**src/rtl/mean_unit_if.sv**
```systemverilog
// Interface bundling the data-path signals of one mean_unit channel.
//   in_valid  : sample the inputs and compute at the next rising edge
//   x[i]      : binary activation X_i (bit i gates weight i)
//   wm[i]     : signed 20-bit weight Wm_i
//   b_mean    : signed 20-bit bias, always added
//   c_out     : registered, saturated signed 20-bit result
//   out_valid : high for one cycle when c_out holds a new result
// The master drives the stimulus; the slave (mean_unit) returns the result.
interface mean_unit_if;
  logic                in_valid;
  logic        [8:0]   x;
  logic signed [19:0]  wm [9];
  logic signed [19:0]  b_mean;
  logic signed [19:0]  c_out;
  logic                out_valid;

  modport master (
    output in_valid, x, wm, b_mean,
    input  c_out, out_valid
  );

  modport slave (
    input  in_valid, x, wm, b_mean,
    output c_out, out_valid
  );
endinterface

```
**src/rtl/mean_unit.sv**
```systemverilog
// mean_unit: signed weighted-sum neuron.
// Each binary activation x[i] gates its signed 20-bit weight wm[i]; the gated
// weights and the bias b_mean are summed in a 24-bit accumulator, saturated to
// 20 bits and registered. One result per in_valid cycle, latency one cycle.
// Ports:
//   clk : rising-edge clock
//   rst : synchronous, active-high reset (clears c_out and out_valid)
//   bus : mean_unit_if.slave (in_valid, x, wm, b_mean in; c_out, out_valid out)
module mean_unit (
  input  logic            clk,
  input  logic            rst,
  mean_unit_if.slave      bus
);

  // 24 bits hold the sum of ten 20-bit signed operands without overflow.
  localparam logic signed [23:0] SAT_MAX = 24'sd524287;
  localparam logic signed [23:0] SAT_MIN = -24'sd524288;

  logic signed [23:0] sum;
  logic signed [19:0] sat_sum;
  logic signed [19:0] c_out_d,     c_out_q;
  logic               out_valid_d, out_valid_q;

  // Gated-weight accumulation: an activation of 1 selects the weight, so no
  // multiplier is needed. Operands are sign-extended explicitly.
  always_comb begin
    sum = {{4{bus.b_mean[19]}}, bus.b_mean};
    for (int i = 0; i < 9; i++) begin
      if (bus.x[i]) begin
        sum = sum + {{4{bus.wm[i][19]}}, bus.wm[i]};
      end
    end
  end

  always_comb begin
    if (sum > SAT_MAX) begin
      sat_sum = 20'sh7FFFF;
    end else if (sum < SAT_MIN) begin
      sat_sum = -20'sh80000;
    end else begin
      sat_sum = sum[19:0];
    end
  end

  // NOTE: every signal written in always_comb gets a default first, so no
  // path leaves it unassigned and no latch is inferred.
  always_comb begin
    c_out_d     = c_out_q;
    out_valid_d = 1'b0;
    if (bus.in_valid) begin
      c_out_d     = sat_sum;
      out_valid_d = 1'b1;
    end
  end

  // NOTE: state is updated with non-blocking assignments so every flop samples
  // the pre-edge value of its inputs, independent of statement order.
  always_ff @(posedge clk) begin
    if (rst) begin
      c_out_q     <= '0;
      out_valid_q <= 1'b0;
    end else begin
      c_out_q     <= c_out_d;
      out_valid_q <= out_valid_d;
    end
  end

  assign bus.c_out     = c_out_q;
  assign bus.out_valid = out_valid_q;

endmodule

```
**src/flat_wrapper.sv**
```systemverilog
// flat-port wrapper written by rule: the top's interface ports become plain ports
module mean_unit_flat 
  (clk, rst, bus_in_valid, bus_x, bus_wm, bus_b_mean, bus_c_out, bus_out_valid);
  mean_unit_if bus_i ();
  input  logic clk;
  input  logic rst;
  input wire logic [$bits(bus_i.in_valid)-1:0] bus_in_valid;
  input wire logic [$bits(bus_i.x)-1:0] bus_x;
  input wire logic [$bits(bus_i.wm)-1:0] bus_wm;
  input wire logic [$bits(bus_i.b_mean)-1:0] bus_b_mean;
  output wire logic [$bits(bus_i.c_out)-1:0] bus_c_out;
  output wire logic [$bits(bus_i.out_valid)-1:0] bus_out_valid;
  assign bus_i.in_valid = bus_in_valid;
  assign bus_i.x = bus_x;
  assign bus_i.wm = {>>{bus_wm}};
  assign bus_i.b_mean = bus_b_mean;
  assign bus_c_out = bus_i.c_out;
  assign bus_out_valid = bus_i.out_valid;
  mean_unit u_core (.clk(clk), .rst(rst), .bus(bus_i));
endmodule
```
**config.mk**
```make
export PLATFORM = sky130hd
export DESIGN_NAME = mean_unit_flat
export DESIGN_NICKNAME = d
export VERILOG_FILES = /design/src/rtl/mean_unit_if.sv /design/src/rtl/mean_unit.sv /design/src/flat_wrapper.sv
export SDC_FILE = /design/constraint.sdc
export NUM_CORES = 1
export LEC_CHECK = 0
export CORE_ASPECT_RATIO = 0.8
export CORE_UTILIZATION = 50
export CTS_BUF_LIST = sky130_fd_sc_hd__clkbuf_8
export CTS_CLUSTER_DIAMETER = 40
export DETAILED_ROUTE_END_ITERATION = 8
export PLACE_DENSITY = 0.87
export SETUP_SLACK_MARGIN = 0.05
export SLEW_MARGIN = 20
export SYNTH_ARGS = -nofsm -noshare
export SYNTH_HDL_FRONTEND = slang
export SYNTH_SLANG_ARGS = --single-unit
export TNS_END_PERCENT = 100
```
**constraint.sdc**
```tcl
create_clock -name clk -period 52.3 [get_ports clk]
set_input_delay 10.46 -clock clk [delete_from_list [all_inputs] [get_ports clk]]
set_output_delay 10.46 -clock clk [all_outputs]
set_load 0.05 [all_outputs]
```
---- Word-level counts from Yosys, hierarchy flattened ----
Cells that the tools add are included.
word-level totals
  register bits after elaboration ......... 21
  input port bits ......................... 212
  output and inout port bits .............. 21
  word-level logic and storage cells ...... 25
cells by class
  $add $sub $neg .......................... 9
  magnitude comparators ................... 2
  multiplexer cells ....................... 12
operators with widths
  operator                                               number
  2-to-1 mux 24 bit                                      9
  adder 24 bit                                           8
  2-to-1 mux 20 bit                                      2
  > comparator 24 x 20 -> 1 bit (second input constant)  1
  < comparator 24 x 20 -> 1 bit (second input constant)  1
  adder 20 x 20 -> 21 bit                                1
  2-to-1 mux 1 bit                                       1

---- Depth between registers and ports, before layout ----
Gate-level depths: netlist (run 1).
  depth after elaboration ................. 21
  mapped depth ............................ 77
  mapped depth without buffers ............ 75

---- Worst setup path after synthesis (run 1) ----
OpenSTA, ideal clock, no wires.
  kind .................................... input to register
  start ................................... input port bus_b_mean[0]
  end ..................................... register u_core.c_out_q[12], in the netlist u_core.bus.c_out[12]
  library setup time ...................... 142 ps
  arrival ................................. 23571 ps
  required time ........................... 52158 ps
  slack ................................... 28588 ps
  stages .................................. 72
  path buffers ............................ 2
  path through ............................ ha_1 -> inv_1 -> fa_1 -> nand2b_1 -> a21oi_1 -> a21oi_1 -> xnor2_1 -> mux2_2 -> ha_1 -> a2111oi_0 -> o21ai_0 -> a21boi_0 -> nand2_1 -> nand2_1 -> a21oi_1 -> xnor2_1 -> mux2_2 -> ha_1 -> (+36 left out) -> o21ai_0 -> a21o_1 -> a21oi_1 -> mux2_2 -> o21ai_0 -> ha_1 -> a21oi_1 -> nand2_1 -> nand2_1 -> a31oi_2 -> a221oi_2 -> xnor3_2 -> xor2_2 -> a41o_1 -> buf_4 -> buf_6 -> o211ai_1 -> a211oi_2
between the ends
  cells in the longest elaborated chain, start to end .. 21
RTL lines
  item                           RTL line            RTL
  start: declaration             flat_wrapper.sv:10  input wire logic [$bits(bus_i.b_mean)-1:0] bus_b_mean;
  adder 20 x 20 -> 21 bit        mean_unit.sv:30     sum = sum + {{4{bus.wm[i][19]}}, bus.wm[i]};
  2-to-1 mux 24 bit *            mean_unit.sv:29     if (bus.x[i]) begin
  adder 24 bit                   mean_unit.sv:30
  2-to-1 mux 24 bit *            mean_unit.sv:29
  adder 24 bit                   mean_unit.sv:30
  2-to-1 mux 24 bit *            mean_unit.sv:29
  adder 24 bit                   mean_unit.sv:30
  2-to-1 mux 24 bit *            mean_unit.sv:29
  (+5 left out)                  n/a
  2-to-1 mux 24 bit *            mean_unit.sv:29
  adder 24 bit                   mean_unit.sv:30
  2-to-1 mux 24 bit *            mean_unit.sv:29
  adder 24 bit                   mean_unit.sv:30
  2-to-1 mux 24 bit *            mean_unit.sv:29
  < comparator 24 x 20 -> 1 bit  mean_unit.sv:38     end else if (sum < SAT_MIN) begin
  2-to-1 mux 20 bit              mean_unit.sv:38
  2-to-1 mux 20 bit *            mean_unit.sv:36     if (sum > SAT_MAX) begin
  end signal: assignment         mean_unit.sv:63     c_out_q <= c_out_d;
  end: declaration               mean_unit.sv:21     logic signed [19:0] c_out_d, c_out_q;
Every way passes the cells marked *; elsewhere a longest branch is shown, timed or not.
A chain may end at the register's enable or synchronous reset.

---- Worst setup path after layout (run 1) ----
  start ................................... input port bus_b_mean[0]
  end ..................................... register u_core.c_out_q[1], in the netlist u_core.bus.c_out[1]
The elaborated chain is that of the path after synthesis.

==> key figures, run 1 <==
Outcome
  • Outcome: completed

Drt
  • Vias/cell: 6.16
  • TritonRoute pass-1 iters: 6
  • Drt drc: 0
  • Routed WL: 40700 um
  • Post-route ant nets: 0
  • Iteration-0 DRC Markers: 1287
  • Drt wl/cell: 17.2 um
  • Via Count: around 15000

Timing
  • Least-Margin Pin Slew: 1070 ps
  • Tmin final: 26710 ps
  • Slew Limit Fails: 0
  • Final setup viols: 0
  • Relative slew slack: 28.5%
  • Hold Vio Cnt, Final: 0
  • RSZ-0062 raised after global routing: no
  • Setup TNS: 0 ps
  • Final period util: 51.1%
  • Fmax: 0.0374 GHz
  • Final Skew: 0 ps

Yosys
  • Post-synthesis instance area: 13100 um2
  • Yosys top cell area share: between 10% and 20%
  • Mean Syn Cell Area: ~7 um2
  • Syn Nets: 2242
  • Asr flop ratio synth: 0%
  • Ranking of synthesized cells by area: ha_1 (19%), a21oi_1 (6.9%), mux2_2 (6.8%), xnor2_1 (6.3%), a21o_1 (5.0%)
  • Syn. warnings: 0
  • Post-synth top area cell: ha_1
  • FF+latch count, synth: 21
  • Unique masters post-synth: 81
  • Gate Count Post-Synth: roughly 1800
  • Sequential fraction of the synthesis area: 3.21%
  • EDFF count, synth: 0
  • Top FF cell, synth: dfxtp_1

Worst setup path
  • Crit path top cell by count: ha_1
  • Peak per-stage delay on the critical path: 800 ps
  • Req. time, crit path: between 50000 and 60000 ps
  • Crit Path Max Fanout: 18
  • Worst Setup End Kind: flip-flop
  • Worst setup SP type: input pin
  • Reg2reg setup slack: 51510 ps
  • Worst Path Arrival: about 27000 ps
  • WS Path Type: in -> reg
  • Critical path's slowest cell: and2_1

Global route
  • Total gr overflow: 0
  • Largest net degree at the start of global routing: 45
  • Initial antenna violation count: 7
  • Vias in the first global route: roughly 13000
  • First-pass GRT wire length: 64500 um
  • Overall routing resource usage: 28.9%

Clock network
  • Setup Buffers After CTS: 0
  • Worst skew pair latency: 270 ps
  • Hold_buf cts: 0
  • Clk buf depth: 2
  • CTS tree: built
  • Worst-path clk slew: 80 ps
  • Clk root buf: clkbuf_8
  • Num CTS Buffers: 3
  • CTS Sinks: 21
  • Htree depth: 1
  • Post_cts resized: 0

Run
  • Max-cap violations: 0

Final layout
  • Multi-input gate area: 12100 um2
  • Fin nets: 2435
  • # fillers: roughly 2300
  • Reg area: 420 um2
  • Layout cells sized above 1: 6.71%
  • Layout area overhead: 20.2%

Floorplanning
  • Initial core utilization: 51.3%
  • # rows: 52
  • Total Die Area: 26800 um2
  • DIE WIDTH: 183 um
  • Die height: ~150 um
  • Core area: 25500 um2
  • I/O pin total: 233

Placement
  • Final HPWL DP: 34200 um
  • Port bufs: 232
  • RePlAce Congestion: between 0.9 and 1

Worst hold path
  • Class of the worst hold path: reg -> reg
-- worst paths after layout --
check                               startpoint                                 to  cells past startpoint
min           u_core.bus.c_out[3]$_SDFFE_PP0P_   u_core.bus.c_out[3]$_SDFFE_PP0P_                      2
max reg2reg  u_core.bus.c_out[15]$_SDFFE_PP0P_  u_core.bus.c_out[15]$_SDFFE_PP0P_                      3
max                              bus_b_mean[0]   u_core.bus.c_out[1]$_SDFFE_PP0P_                     70
min reg2reg   u_core.bus.c_out[3]$_SDFFE_PP0P_   u_core.bus.c_out[3]$_SDFFE_PP0P_                      2
-- cell usage in the layout (no fill, tap or decap), drive strengths merged, types with 50 or more instances in the layout --
cell type      Yosys  layout
nor2             162     162
xnor2             94      94
inv               84      84
nand2            161     161
a21o              88      88
a211oi            50      50
xor2              58      58
o21ai            128     128
mux2              79      79
clkdlybuf4s50      0     231
ha               202     202
a21oi            181     181
-- metrics by stage --
| step | utilization (%) | std cells | hold slack (ps) | setup slack, ps | cell area [um2] |
|---|---|---|---|---|---|
| floorplan | - | 1819 | 703 | 28590 | 13100 |
| global placement | 61.5 | 2358 | 476 | 26180 | 15700 |
| detailed placement | 61.5 | 2358 | 484 | 25710 | 15700 |
| CTS | 61.7 | 2362 | 495 | 25960 | 15700 |
| global route | 61.7 | 2369 | 513 | 24500 | 15700 |
| finish | 61.7 | 2369 | 499 | 25590 | 15700 |
-- layer usage --
metal  global-route usage (%)  share of wire, %  wire (um)  up-vias
met3                     2.63               6.9       2790       81
met1                     41.1                47      19100     6732
met4                     9.71               3.2       1310        0
li1                         -                 -          -     7210
met2                     45.5                43      17500      568
met5                        0                 0          0        -
-- synthesized netlist by cell type (11+ instances only) --
master	count
or3_1	12
xnor2_1	94
a31oi_1	18
inv_1	84
ha_1	202
o21bai_1	26
o211ai_1	31
and2_1	12
mux2_2	79
mux2i_1	16
and3_1	19
a21oi_1	181
a21o_1	88
nor2b_1	26
nor3_1	25
nand3_1	24
a211oi_1	39
clkbuf_1	43
nand2b_1	29
o21ai_0	120
nand2_1	161
xor2_1	57
o21a_1	40
dfxtp_1	21
nor2_1	162
o31ai_1	17
nand4_1	12
a211oi_2	11
-- state kept, by name (all words and copies together) (netlist names) --
name / count
u_core.bus.c_out: 20
u_core.bus.out_valid: 1
-- kinds of logic after synthesis --
logic type	count (synthesis)	share of synthesized area (%)
AOI/OAI and AO/OA	682	34.9
and+or+nand+nor	518	18.4
adders and majority gates	211	20.7
xor gates and xnor gates	154	10.6
buffers and inverters	138	4.22
muxes	95	8.02
DFF	21	3.21
-- area by class of cell --
class	instances	share of cell area, %
Multi-Input combinational cell	1660	77.0
Timing Repair Buffer	239	15.1
Tap cell	351	2.79
Sequential cell	21	2.67
Inverter	87	2.07
Clock buffer	3	0.262
Antenna cell	7	0.111
Clock inverter	1	0.0477
-- worst max-delay path: cells and delay by family --
kind	cells	cell delay [ps]
AOI/OAI and AO/OA	31	6530
muxes	6	1710
and+or+nand+nor	15	3370
adders and majority gates	10	3360
buffers and inverters	2	540
xor gates and xnor gates	6	780
Power of run 1 is left out: the tool's default activity adds up to more than one toggle a clock period on the data nets, which glitch-free logic cannot reach.
==> run 2, diff against run 1 <==
PLACE_DENSITY = 0.9   (was 0.87)
clock period = 22.7 ns   (was 52.3 ns; I/O delays follow)
==> run 2 against run 1 <==
- non-clock buffer count down 1
- via count up 0.80%
- wire length up 1.3%
- first-iteration DRC count about the same
- sequential share of layout area about the same
- largest cell class unchanged
==> key figures, run 2 (synthesized netlist as in run 1, its figures left out) <==
Clock network
  • Post_cts resized: 0
  • Clk root buf: clkbuf_8
  • CTS Sinks: 21
  • Worst skew pair latency: 270 ps
  • Worst-path clk slew: 80 ps
  • Hold_buf cts: 0
  • Setup Buffers After CTS: 0
  • Clk buf depth: 2
  • CTS tree: built
  • Num CTS Buffers: 3
  • Htree depth: 1

Drt
  • Routed WL: 41200 um
  • Vias/cell: slightly above 6
  • Drt drc: 0
  • Post-route ant nets: 0
  • Iteration-0 DRC Markers: 1286
  • Max Used Layer: met4
  • M1 wire length: about 19000 um
  • Via Count: around 15000
  • Metal2 WL: 17600 um
  • Drt wl/cell: 17.4 um
  • TritonRoute pass-1 iters: 6
  • Met3 WL post-DR: 2880 um

Worst setup path
  • Worst setup SP type: input pin
  • Crit path top cell by count: ha_1
  • Critical path's slowest cell: and2_1
  • Peak per-stage delay on the critical path: slightly below 800 ps
  • Worst Setup End Kind: flip-flop
  • Worst Path Arrival: ~21000 ps
  • WS Path Type: in -> reg
  • RR Startpoint: u_core.bus.c_out[15]$_SDFFE_PP0P_
  • CP Launch Point: bus_b_mean[0]
  • Req. time, crit path: 22810 ps
  • Crit Path Max Fanout: 18

Timing
  • Least-Margin Pin Slew: 1080 ps
  • Hold Vio Cnt, Final: 0
  • RSZ-0062 raised after global routing: no
  • Final setup viols: 0
  • Tmin final: 21010 ps
  • Slew Limit Fails: 0
  • Setup TNS: 0 ps
  • Final period util: 92.6%
  • Fmax: 0.0476 GHz
  • Final Skew: 0 ps
  • Relative slew slack: about 27%

Final layout
  • Fin nets: 2434
  • Final Core Density: 61.7%
  • Layout cells sized above 1: 6.72%
  • Commonest non-fill, non-tap cell in the layout: clkdlybuf4s50_1
  • Fin cells: 2371
  • Most frequent cells in the layout: clkdlybuf4s50_1 (230), ha_1 (202), a21oi_1 (181)
  • Max reg flops: 20
  • Layout area overhead: 20.2%
  • # fillers: 2277

Floorplanning
  • # rows: 52
  • Core area: 25500 um2
  • Initial core utilization: 51.3%
  • I/O pin total: 233
  • Total Die Area: between 20000 and 30000 um2
  • Die height: 147 um
  • DIE WIDTH: between 150 and 200 um

Global route
  • Initial antenna violation count: 10
  • Largest net degree at the start of global routing: between 40 and 50
  • Vias in the first global route: 13565
  • Total gr overflow: 0
  • First-pass GRT wire length: 66100 um
  • Overall routing resource usage: 29.6%

Placement
  • Placed Cells incl. Taps: 2357
  • RePlAce Congestion: 1.03
  • Port bufs: 232
  • Final HPWL DP: 34500 um

Run
  • Max-cap violations: 0

Outcome
  • Outcome: completed

Worst hold path
  • Hold Crit Start: u_core.bus.c_out[18]$_SDFFE_PP0P_
  • Class of the worst hold path: reg -> reg
[run 2: cell count changes in the layout (fill, tap and decap cells not counted)]
cell             previous run  this run
buf_2                       1         2
buf_4                       7         6
clkdlybuf4s50_1           231       230
clkinv_2                    0         1
clkinvlp_4                  1         0
diode_2                     7        10
[run 2: final cells by class]
| cell class | count | area [um2] | share of cell area [%] |
|---|---|---|---|
| Multi-Input combinational cell | 1660 | 12100 | 77.0 |
| Timing Repair Buffer | 238 | 2360 | 15.0 |
| Tap cell | 351 | 439 | 2.79 |
| Sequential cell | 21 | 420 | 2.67 |
| Inverter | 87 | 327 | 2.08 |
| Clock buffer | 3 | 41.3 | 0.262 |
| Antenna cell | 10 | 25.0 | 0.159 |
| Clock inverter | 1 | 5.00 | 0.0318 |
[run 2: layer usage]
layer  GRT usage, %  up-vias
met2           45.7      577
met1           41.2     6802
li1               -     7224
met4           12.5        0
met3           3.69      105
met5              0        -
[run 2: metrics by stage]
step / hold WS (ps) / setup WS [ps] / area [um2]
after floorplan: 703 / 4910 / 13100
after global placement: 480 / 2510 / 15700
after detailed placement: 481 / 1850 / 15700
after CTS: 494 / 2080 / 15700
after global routing: 515 / 707 / 15700
final: 498 / 1690 / 15700
[run 2: worst paths after layout]
path | endpoint | slack [ps] | cells after the start
max | u_core.bus.c_out[1]$_SDFFE_PP0P_ | 1690 | 71
min | u_core.bus.c_out[18]$_SDFFE_PP0P_ | 500 | 2
max reg2reg | u_core.bus.c_out[15]$_SDFFE_PP0P_ | 21860 | 3
min reg2reg | u_core.bus.c_out[18]$_SDFFE_PP0P_ | 500 | 2
[run 2: critical path: cells and delay by family]
family                     cells  cell delay [ps]
AOI/OAI and AO/OA             33             7120
muxes                          6             1750
xor gates and xnor gates       6              780
and+or+nand+nor               14             2970
adders and majority gates     10             3370
buffers and inverters          2              550
Power of run 2 is left out for the same reason.
